## src/rtl/test_harness_pkg.sv

```systemverilog
// Shared definitions for the ADC loopback self-test harness.
//   state_e       : sequencer states
//   *_DEF         : default parameter values for the top level
//   BIAS_CODE     : mid-scale bias code driven back to the ADC
//   adc_diff()    : 9-bit signed differential of two unsigned 8-bit legs
package test_harness_pkg;

  typedef enum logic [2:0] {
    ST_IDLE    = 3'd0,
    ST_SETTLE  = 3'd1,
    ST_MEASURE = 3'd2,
    ST_CHECK   = 3'd3,
    ST_PASS    = 3'd4,
    ST_FAIL    = 3'd5
  } state_e;

  localparam int SETTLE_CYCLES_DEF = 16;
  localparam int WINDOW_DEF        = 1024;
  localparam int MIN_SWING_DEF     = 64;
  localparam int MIN_XING_DEF      = 2;
  localparam int MAX_XING_DEF      = 64;

  localparam logic [7:0] BIAS_CODE = 8'd128;

  // 255 - 0 and 0 - 255 both fit in 9 signed bits, so no saturation.
  function automatic logic signed [8:0] adc_diff(input logic [7:0] p, input logic [7:0] m);
    return $signed({1'b0, p}) - $signed({1'b0, m});
  endfunction

endpackage

```

## src/rtl/test_harness_adc_stats.sv

```systemverilog
// adc_stats: measurement datapath of the harness.
//   clock, reset : clock / async active-low reset
//   clear        : synchronous clear of all statistics (core or dsp reset)
//   accept       : take the ADC codes presented this cycle as a sample
//   adc_p, adc_m : ADC leg codes
//   max_diff, min_diff, xing_cnt : statistics of the current window
//   window_done  : WINDOW samples have been accumulated
// Stage 1 registers the raw codes; stage 2 updates the statistics, giving
// a two-cycle sample latency.
module adc_stats
  import test_harness_pkg::*;
#(
  parameter int WINDOW = WINDOW_DEF
) (
  input  logic              clock,
  input  logic              reset,
  input  logic              clear,
  input  logic              accept,
  input  logic [7:0]        adc_p,
  input  logic [7:0]        adc_m,
  output logic signed [8:0] max_diff,
  output logic signed [8:0] min_diff,
  output logic [6:0]        xing_cnt,
  output logic              window_done
);

  localparam logic [10:0]       WIN      = 11'(WINDOW);
  localparam logic signed [8:0] DIFF_LOW = 9'h100;  // -256
  localparam logic signed [8:0] DIFF_TOP = 9'h0FF;  // +255
  localparam logic [6:0]        XING_SAT = 7'd127;

  logic [7:0]        p_q, m_q;
  logic              acc_q;
  logic signed [8:0] diff;
  logic signed [8:0] prev_diff;
  logic              have_prev;
  logic [10:0]       sample_cnt;

  always_ff @(posedge clock or negedge reset) begin
    if (!reset) begin
      p_q   <= '0;
      m_q   <= '0;
      acc_q <= 1'b0;
    end else begin
      p_q   <= adc_p;
      m_q   <= adc_m;
      // A sample in flight when statistics clear belongs to the old window.
      acc_q <= accept && !clear;
    end
  end

  assign diff = adc_diff(p_q, m_q);

  always_ff @(posedge clock or negedge reset) begin
    if (!reset) begin
      max_diff   <= DIFF_LOW;
      min_diff   <= DIFF_TOP;
      xing_cnt   <= '0;
      sample_cnt <= '0;
      prev_diff  <= '0;
      have_prev  <= 1'b0;
    end else if (clear) begin
      max_diff   <= DIFF_LOW;
      min_diff   <= DIFF_TOP;
      xing_cnt   <= '0;
      sample_cnt <= '0;
      prev_diff  <= '0;
      have_prev  <= 1'b0;
    end else if (acc_q && (sample_cnt < WIN)) begin
      // Samples still in the pipe after the window filled are dropped.
      if (diff > max_diff) max_diff <= diff;
      if (diff < min_diff) min_diff <= diff;
      if (have_prev && prev_diff[8] && !diff[8] && (xing_cnt != XING_SAT))
        xing_cnt <= xing_cnt + 7'd1;
      prev_diff  <= diff;
      have_prev  <= 1'b1;
      sample_cnt <= sample_cnt + 11'd1;
    end
  end

  assign window_done = (sample_cnt == WIN);

endmodule

```

## config.mk

```make
export PLATFORM = sky130hd
export DESIGN_NAME = adc_stats
export DESIGN_NICKNAME = d
export VERILOG_FILES = /design/src/rtl/test_harness_pkg.sv /design/src/rtl/test_harness_adc_stats.sv
export SDC_FILE = /design/constraint.sdc
export NUM_CORES = 1
export LEC_CHECK = 0
export ABC_CLOCK_PERIOD_IN_PS = 3900
export CORE_UTILIZATION = 25
export CTS_BUF_LIST = sky130_fd_sc_hd__clkbuf_2
export CTS_CLUSTER_DIAMETER = 80
export CTS_CLUSTER_SIZE = 16
export DETAILED_ROUTE_END_ITERATION = 16
export SETUP_SLACK_MARGIN = 0.3
export SLEW_MARGIN = 10
export SYNTH_ARGS = -nofsm -noshare
export SYNTH_HDL_FRONTEND = slang
export SYNTH_SLANG_ARGS = --single-unit
```

## constraint.sdc

```tcl
create_clock -name clock -period 3.9 [get_ports clock]
set_clock_uncertainty 0.15 [all_clocks]
set_input_delay 0.78 -clock clock [delete_from_list [all_inputs] [get_ports clock]]
set_output_delay 0.78 -clock clock [all_outputs]
set_load 0.01 [all_outputs]
```

# Word level (Yosys, flattened, before mapping)
# Cells that the tools add are included.
# Widths: inputs -> output; s select.
[totals]
inputBits = 20
word_cells = 46
reg_bits = 63
[classes]
n_addsub = 3
reduce_logical = 14
n_eq_ne = 2
mux = 15
order_cmp = 3
[op_table]
columns = ["op", "count"]
rows = [
  ["$mux 9", 8],
  ["$mux 11", 2],
  ["$mux 7", 3],
  ["$add 11x1->11 const B", 1],
  ["$eq 11x11->1 const B", 1],
  ["$lt 11x11->1 const B", 1],
  ["$gt 9x9->1", 1],
  ["$lt 9x9->1", 1],
  ["$sub 8x8->9", 1],
  ["$reduce_bool 2->1", 4],
  ["$add 7x1->7 const B", 1],
  ["$ne 7x7->1 const B", 1],
  ["$reduce_and 2->1", 3],
  ["$logic_and 1x1->1", 5],
  ["$logic_not 1->1", 2],
  ["$mux 1", 2],
]

# Logic depth before layout (Yosys ltp)
[logic_depth]
ltp_word = 7
ltp_mapped = 16
ltp_nobuf = 15

# Worst setup path after synthesis
# Ideal clock, no wire load.
[synth_path]
path_kind = "register to register"
start = "reg p_q[0]"
end = "reg max_diff[0]"
setup_slack_ns = 0.551
t_required_ns = 3.625
stages_incl_launch_ff = 17
path_buffers = 1
setup_ns = 0.125
t_arrival_ns = 3.074
period_less_slack_ns = 3.349
path_cell_list = "dfrtp_1 inv_1 ha_1 inv_1 fa_1 a211oi_2 o21bai_2 a21oi_2 xnor2_1 ha_1 nand2_1 o21ai_1 nor4_2 o21ai_1 a221o_1 buf_6 mux2_4"
[synth_between]
elab_chain_cells = 4
word_cells_on_any_way = 7
cone_classes = "1 x add/sub; 1 x order compare; 3 x mux; 2 x reduce/logical"
[synth_rtl]
columns = ["item", "line", "text"]
rows = [
  ["start, declared", "test_harness_adc_stats.sv:32", "logic [7:0] p_q, m_q;"],
  ["start signal, assigned", "test_harness_adc_stats.sv:45", "p_q <= adc_p;"],
  ["$sub 8x8->9 (*)", "test_harness_pkg.sv:27", "return $signed({1'b0, p}) - $signed({1'b0, m});"],
  ["$gt 9x9->1 or $mux 9 (tied branches)", "test_harness_adc_stats.sv:71", "if (diff > max_diff) max_diff <= diff;"],
  ["$reduce_bool 2->1 (no source line) or $mux 9 (tied branches)", "n/a", ""],
  ["$reduce_and 2->1 (no source line) or $mux 9 (tied branches)", "n/a", ""],
  ["end signal, assigned", "test_harness_adc_stats.sv:71", ""],
  ["end, declared", "test_harness_adc_stats.sv:21", "output logic signed [8:0] max_diff,"],
]
# Every way passes the cells marked *; elsewhere a longest branch is shown, timed or not. The select of a mux whose other input is x is not followed.
# A chain may end at the register's enable or synchronous reset.

# Worst setup path in the final report
# Ends and elaborated chain as after synthesis.

==> results.md <==
- TritonCTS built the clock tree.
- The wire length of the first global-routing pass is 10,100 µm.
- The master cell of the clock root buffer is sky130_fd_sc_hd__clkbuf_2.
- The capture point of the worst reg-to-reg path is max_diff[0].
- Yosys mapped a number of flops with a built-in enable equal to 0.
- The HPWL reported at the end of detailed placement is 4642 µm.
- The net switching power is 0.0004303 W.
- The yosys synthesis warning count is 0.
- The clock network fraction of design power is 21.8%.
- After clock tree synthesis, the clock-pin slew on the worst setup and hold paths is 0.31 ns.
- The share of layout cells above drive strength 1 is 13.71%.
- In this run the worst setup path terminates at max_diff[0].
- The fraction of power spent switching nets is 31.39%.
- IR analysis of the VDD net gives a maximum drop of 192.3 µV.
- The kind of cell with the highest combined delay on the critical path is compound AO/OA/AOI/OAI gates.
- For the final routed database, the setup TNS stands at 0 ns.
- In the final design database the tool counted 398 nets.
- The internal power component is 0.0009405 W.
- The worst max-slew margin expressed relative to the limit is 50.02%.
- In the synthesized netlist the async set-or-reset flop fraction comes to 100.0%.
- After synthesis, the netlist uses 49 different library cells.
- The area growth from synthesis to layout is 25.40%.
- The instance count of the mapped netlist is 293.
- The critical path depth in cells is 15.
- The total die area is 0.01254 mm².
- The routability congestion estimate from global placement is 0.7996.
- The overall track demand over capacity in global routing is 9.865%.
- Entering global routing, the biggest net connects 40 pins.
- The total count of max-transition violations in the final report is 0.
- The die extent in y is 112.0 µm.
- The origin of the critical flop-to-flop path is p_q[0].
- The share of total power dissipated in combinational logic is 31.2%.
- 0 antenna diodes ended up in the layout.
- The worst setup path is launched from a flip-flop.
- The core box area is 0.01161 mm².
- The most common library cell in the layout ignoring fill and taps is sky130_fd_sc_hd__dfrtp_1.
- For the worst setup path, the data required time is 4.15 ns.
- The time the final worst path needs with I/O delays and setup is 3.425 ns.
- The number of cells on the worst reg-to-reg path is 15.
- The wire length reported by the detailed router is 6073 µm.
- The via count is 2,220.
- At the pin with the least slew margin, the transition time is 0.7497 ns.
- Buffers inserted during clock tree synthesis total 5.
- The buffer and inverter count on the worst path is 2.
- The H-tree level count is 2.
- The initial antenna violation count is 0.
- Summing every instance area after synthesis gives 0.003024 mm².
- For this run, the number of standard cells in the final layout without fillers is 493.
- The clock sink count is 55.
- The count of input and output buffers is 45.
- Static timing analysis puts the maximum clock frequency at 292.0 MHz.
- The most instantiated flip-flop cell in the synthesis netlist is sky130_fd_sc_hd__dfrtp_1.
- The slowest cell on the critical path is sky130_fd_sc_hd__a221o_2.
- The final reports fail on design-rule violations.
- The count of endpoints failing hold in the final timing report came to 0.
- The run finished, with violations left.
- Measured along the x axis, the die boundary spans 112.0 µm.
- The post-detailed-route wirelength per cell is 12.32 µm.
- Pin placement for this block handled 46 I/O pins.
- The longest individual stage delay on the worst path is 0.43 ns.
- The number of failing setup endpoints in the final timing report is 0.
- Synthesis inferred 55 register bits.
- The endpoint arrival time on the critical path is 3.68 ns.
- In the routed layout, each cell is associated on average with a via count of 4.503.
- In the layout the commonest cells are 46 x sky130_fd_sc_hd__dfrtp_1, 44 x sky130_fd_sc_hd__clkdlybuf4s50_1, 32 x sky130_fd_sc_hd__inv_1.
- Row generation in the floorplan step produced 39 rows.
- The multi-input gate area in the final layout is 0.001505 mm².
- The critical path endpoint category is a flip-flop.
- The kind of critical path is flip-flop to flip-flop.
- Sequential cells were found to cover 45.88% of the synthesized design area.
- In this run the mean area of a mapped cell was 10.32 µm².
- The count of hold buffers inserted by post-cts repair is 0.
- The number of global-route vias before repair is 2,195.
- In this run, the number of DRC markers left after iteration 0 of detailed routing was 78.
- The final clock period utilization by the worst path is 87.83%.
- The clock latency of the later-clocked register in the worst-skew pair is 0.46 ns.
- After detailed routing, the number of remaining DRC violations is 3.
- The layout has 1,202 filler cells.
- At the end of the flow the core is filled with cells to 32.65%.
- The maximum clock insertion buffer count is 2.
- The number of nets in the synthesized netlist is 342.
- Of all nets on the critical path, the largest fanout is 6.
- The setup check on the worst reg-to-reg path leaves a slack of 0.47 ns.
- Of the total power, registers draw 47.1%.
- Tracing the worst setup path back leads to its startpoint at p_q[0].
- The power after layout is 0.001371 W.
- The cell total after placement is 477.
- After global routing the overflow that remains totals 0.
- The worst hold path belongs to the class input pin to asynchronous set/reset pin.
- The detailed-router iteration count before antenna repair is 10.
- The ratio of total power to cell area is 361.5 mW/mm².
- The count of maximum capacitance violations is 0.
- The register area is 0.001388 mm².
- Setup repair after global routing could not meet its margin everywhere.
- Once the floorplan was initialized, standard cells occupied 26.04% of the core.
- Traced cell by cell, the critical path runs through inv_1 > ha_2 > inv_2 > fa_2 > a211oi_2 > o21bai_2 > a21oi_2 > xnor2_2 > ha_1 > nand2_1 > o21ai_2 > nor4_2 > o21ai_1 > a221o_2 > mux2_4.
- Summed over all cells, the static leakage comes to 1.765 nW.
- The detail route stage leaves a number of antenna-violating nets equal to 0.
-- stage by stage --
stage / instance area [µm²] / hold WS, ns / setup WS [ns]
2_1_floorplan: 3024 / 0.3084 / 0.5510
3_3_place_gp: 3632 / 0.3230 / 0.2917
3_5_place_dp: 3632 / 0.3381 / 0.1605
4_1_cts: 3740 / 0.1888 / 0.3227
5_1_grt: 3792 / 0.1900 / 0.2010
6_report: 3792 / 0.1781 / 0.4748
-- state kept, by name, summed over array words and instances (netlist names) --
name        count
sample_cnt     11
max_diff        9
min_diff        9
m_q             8
p_q             8
xing_cnt        7
acc_q           1
have_prev       1
prev_diff       1
-- metal layers --
layer | track usage, % | wire length (µm) | up-vias | part of all wire [%]
li1 | - | - | 1114 | -
met1 | 11.91 | 2666 | 1065 | 44
met2 | 17.47 | 3056 | 33 | 50
met3 | 2.177 | 270 | 8 | 4.4
met4 | 3.022 | 80 | 0 | 1.3
met5 | 0 | 0 | - | 0
-- power groups by stage --
| stage | combinational [W] | sequential [W] | clock (W) |
|---|---|---|---|
| after CTS | 0.000414 | 0.000647 | 0.000309 |
| after global routing | 0.000475 | 0.000653 | 0.000332 |
| final | 0.000427 | 0.000645 | 0.000299 |
| after global placement | 0.000391 | 0.000655 | 0 |
| after floorplan | 0.000238 | 0.000665 | 0 |
| after detailed placement | 0.000401 | 0.000656 | 0 |
-- worst register-to-register path: stages, from the launching register on --
cell	delay, ns
sky130_fd_sc_hd__dfrtp_1	0.42
sky130_fd_sc_hd__inv_1	0.06
sky130_fd_sc_hd__ha_2	0.18
sky130_fd_sc_hd__inv_2	0.04
sky130_fd_sc_hd__fa_2	0.36
sky130_fd_sc_hd__a211oi_2	0.26
sky130_fd_sc_hd__o21bai_2	0.13
sky130_fd_sc_hd__a21oi_2	0.20
sky130_fd_sc_hd__xnor2_2	0.17
sky130_fd_sc_hd__ha_1	0.31
sky130_fd_sc_hd__nand2_1	0.11
sky130_fd_sc_hd__o21ai_2	0.07
sky130_fd_sc_hd__nor4_2	0.14
sky130_fd_sc_hd__o21ai_1	0.09
sky130_fd_sc_hd__a221o_2	0.43
sky130_fd_sc_hd__mux2_4	0.31
-- cell type report --
cell class	count	share of cell area (%)
multi-input cells	198	39.69
clock buffers	5	0.6598
clock inverters	3	1.155
repair buffers	56	13.92
well taps	143	4.718
flip-flops and latches	55	36.59
inverters	33	3.266
-- cell usage after synthesis (2+ instances only) --
master	count	area (µm²)
sky130_fd_sc_hd__a211o_1	6	52.55
sky130_fd_sc_hd__a21o_1	2	15.01
sky130_fd_sc_hd__a21oi_1	15	75.07
sky130_fd_sc_hd__a41oi_1	2	17.52
sky130_fd_sc_hd__and3_1	5	31.28
sky130_fd_sc_hd__clkbuf_1	4	15.01
sky130_fd_sc_hd__dfrtp_1	46	1151
sky130_fd_sc_hd__dfstp_2	9	236.5
sky130_fd_sc_hd__ha_1	28	350.3
sky130_fd_sc_hd__inv_1	33	123.9
sky130_fd_sc_hd__mux2i_1	12	120.1
sky130_fd_sc_hd__nand2_1	16	60.06
sky130_fd_sc_hd__nand2b_1	9	56.30
sky130_fd_sc_hd__nand3_1	4	20.02
sky130_fd_sc_hd__nand4_1	5	31.28
sky130_fd_sc_hd__nor2_1	29	108.9
sky130_fd_sc_hd__nor2b_1	7	43.79
sky130_fd_sc_hd__nor3_1	3	15.01
sky130_fd_sc_hd__nor4_1	3	18.77
sky130_fd_sc_hd__nor4_2	2	25.02
sky130_fd_sc_hd__o21a_1	2	15.01
sky130_fd_sc_hd__o21ai_0	7	35.03
sky130_fd_sc_hd__o21ai_1	2	10.01
sky130_fd_sc_hd__or3_1	3	18.77
sky130_fd_sc_hd__xnor2_1	10	87.58
sky130_fd_sc_hd__xor2_1	6	52.55
-- kinds of logic after synthesis --
kind of cell / after synthesis / share of synthesized area [%]
mux: 13 / 4.468
flops: 55 / 45.88
simple gates: 93 / 16.34
xor+xnor: 16 / 4.634
buf+inv: 40 / 5.378
fa+ha+maj: 29 / 12.25
compound gates: 47 / 11.05
-- how the worst min path moves through the flow --
| stage | startpoint | to |
|---|---|---|
| floorplan | have_prev | have_prev |
| global placement | have_prev | have_prev |
| detailed placement | have_prev | have_prev |
| CTS | reset | sample_cnt[1] |
| global route | reset | max_diff[7] |
| finish | reset | max_diff[2] |
-- timing repair --
item	CTS	global route
setup buffers	5	3
resized for setup	1	8
pin swaps	1	4
setup endpoints to repair	7	18
gates cloned	0	0
No activity file was read; power rests on OpenSTA's default activity.
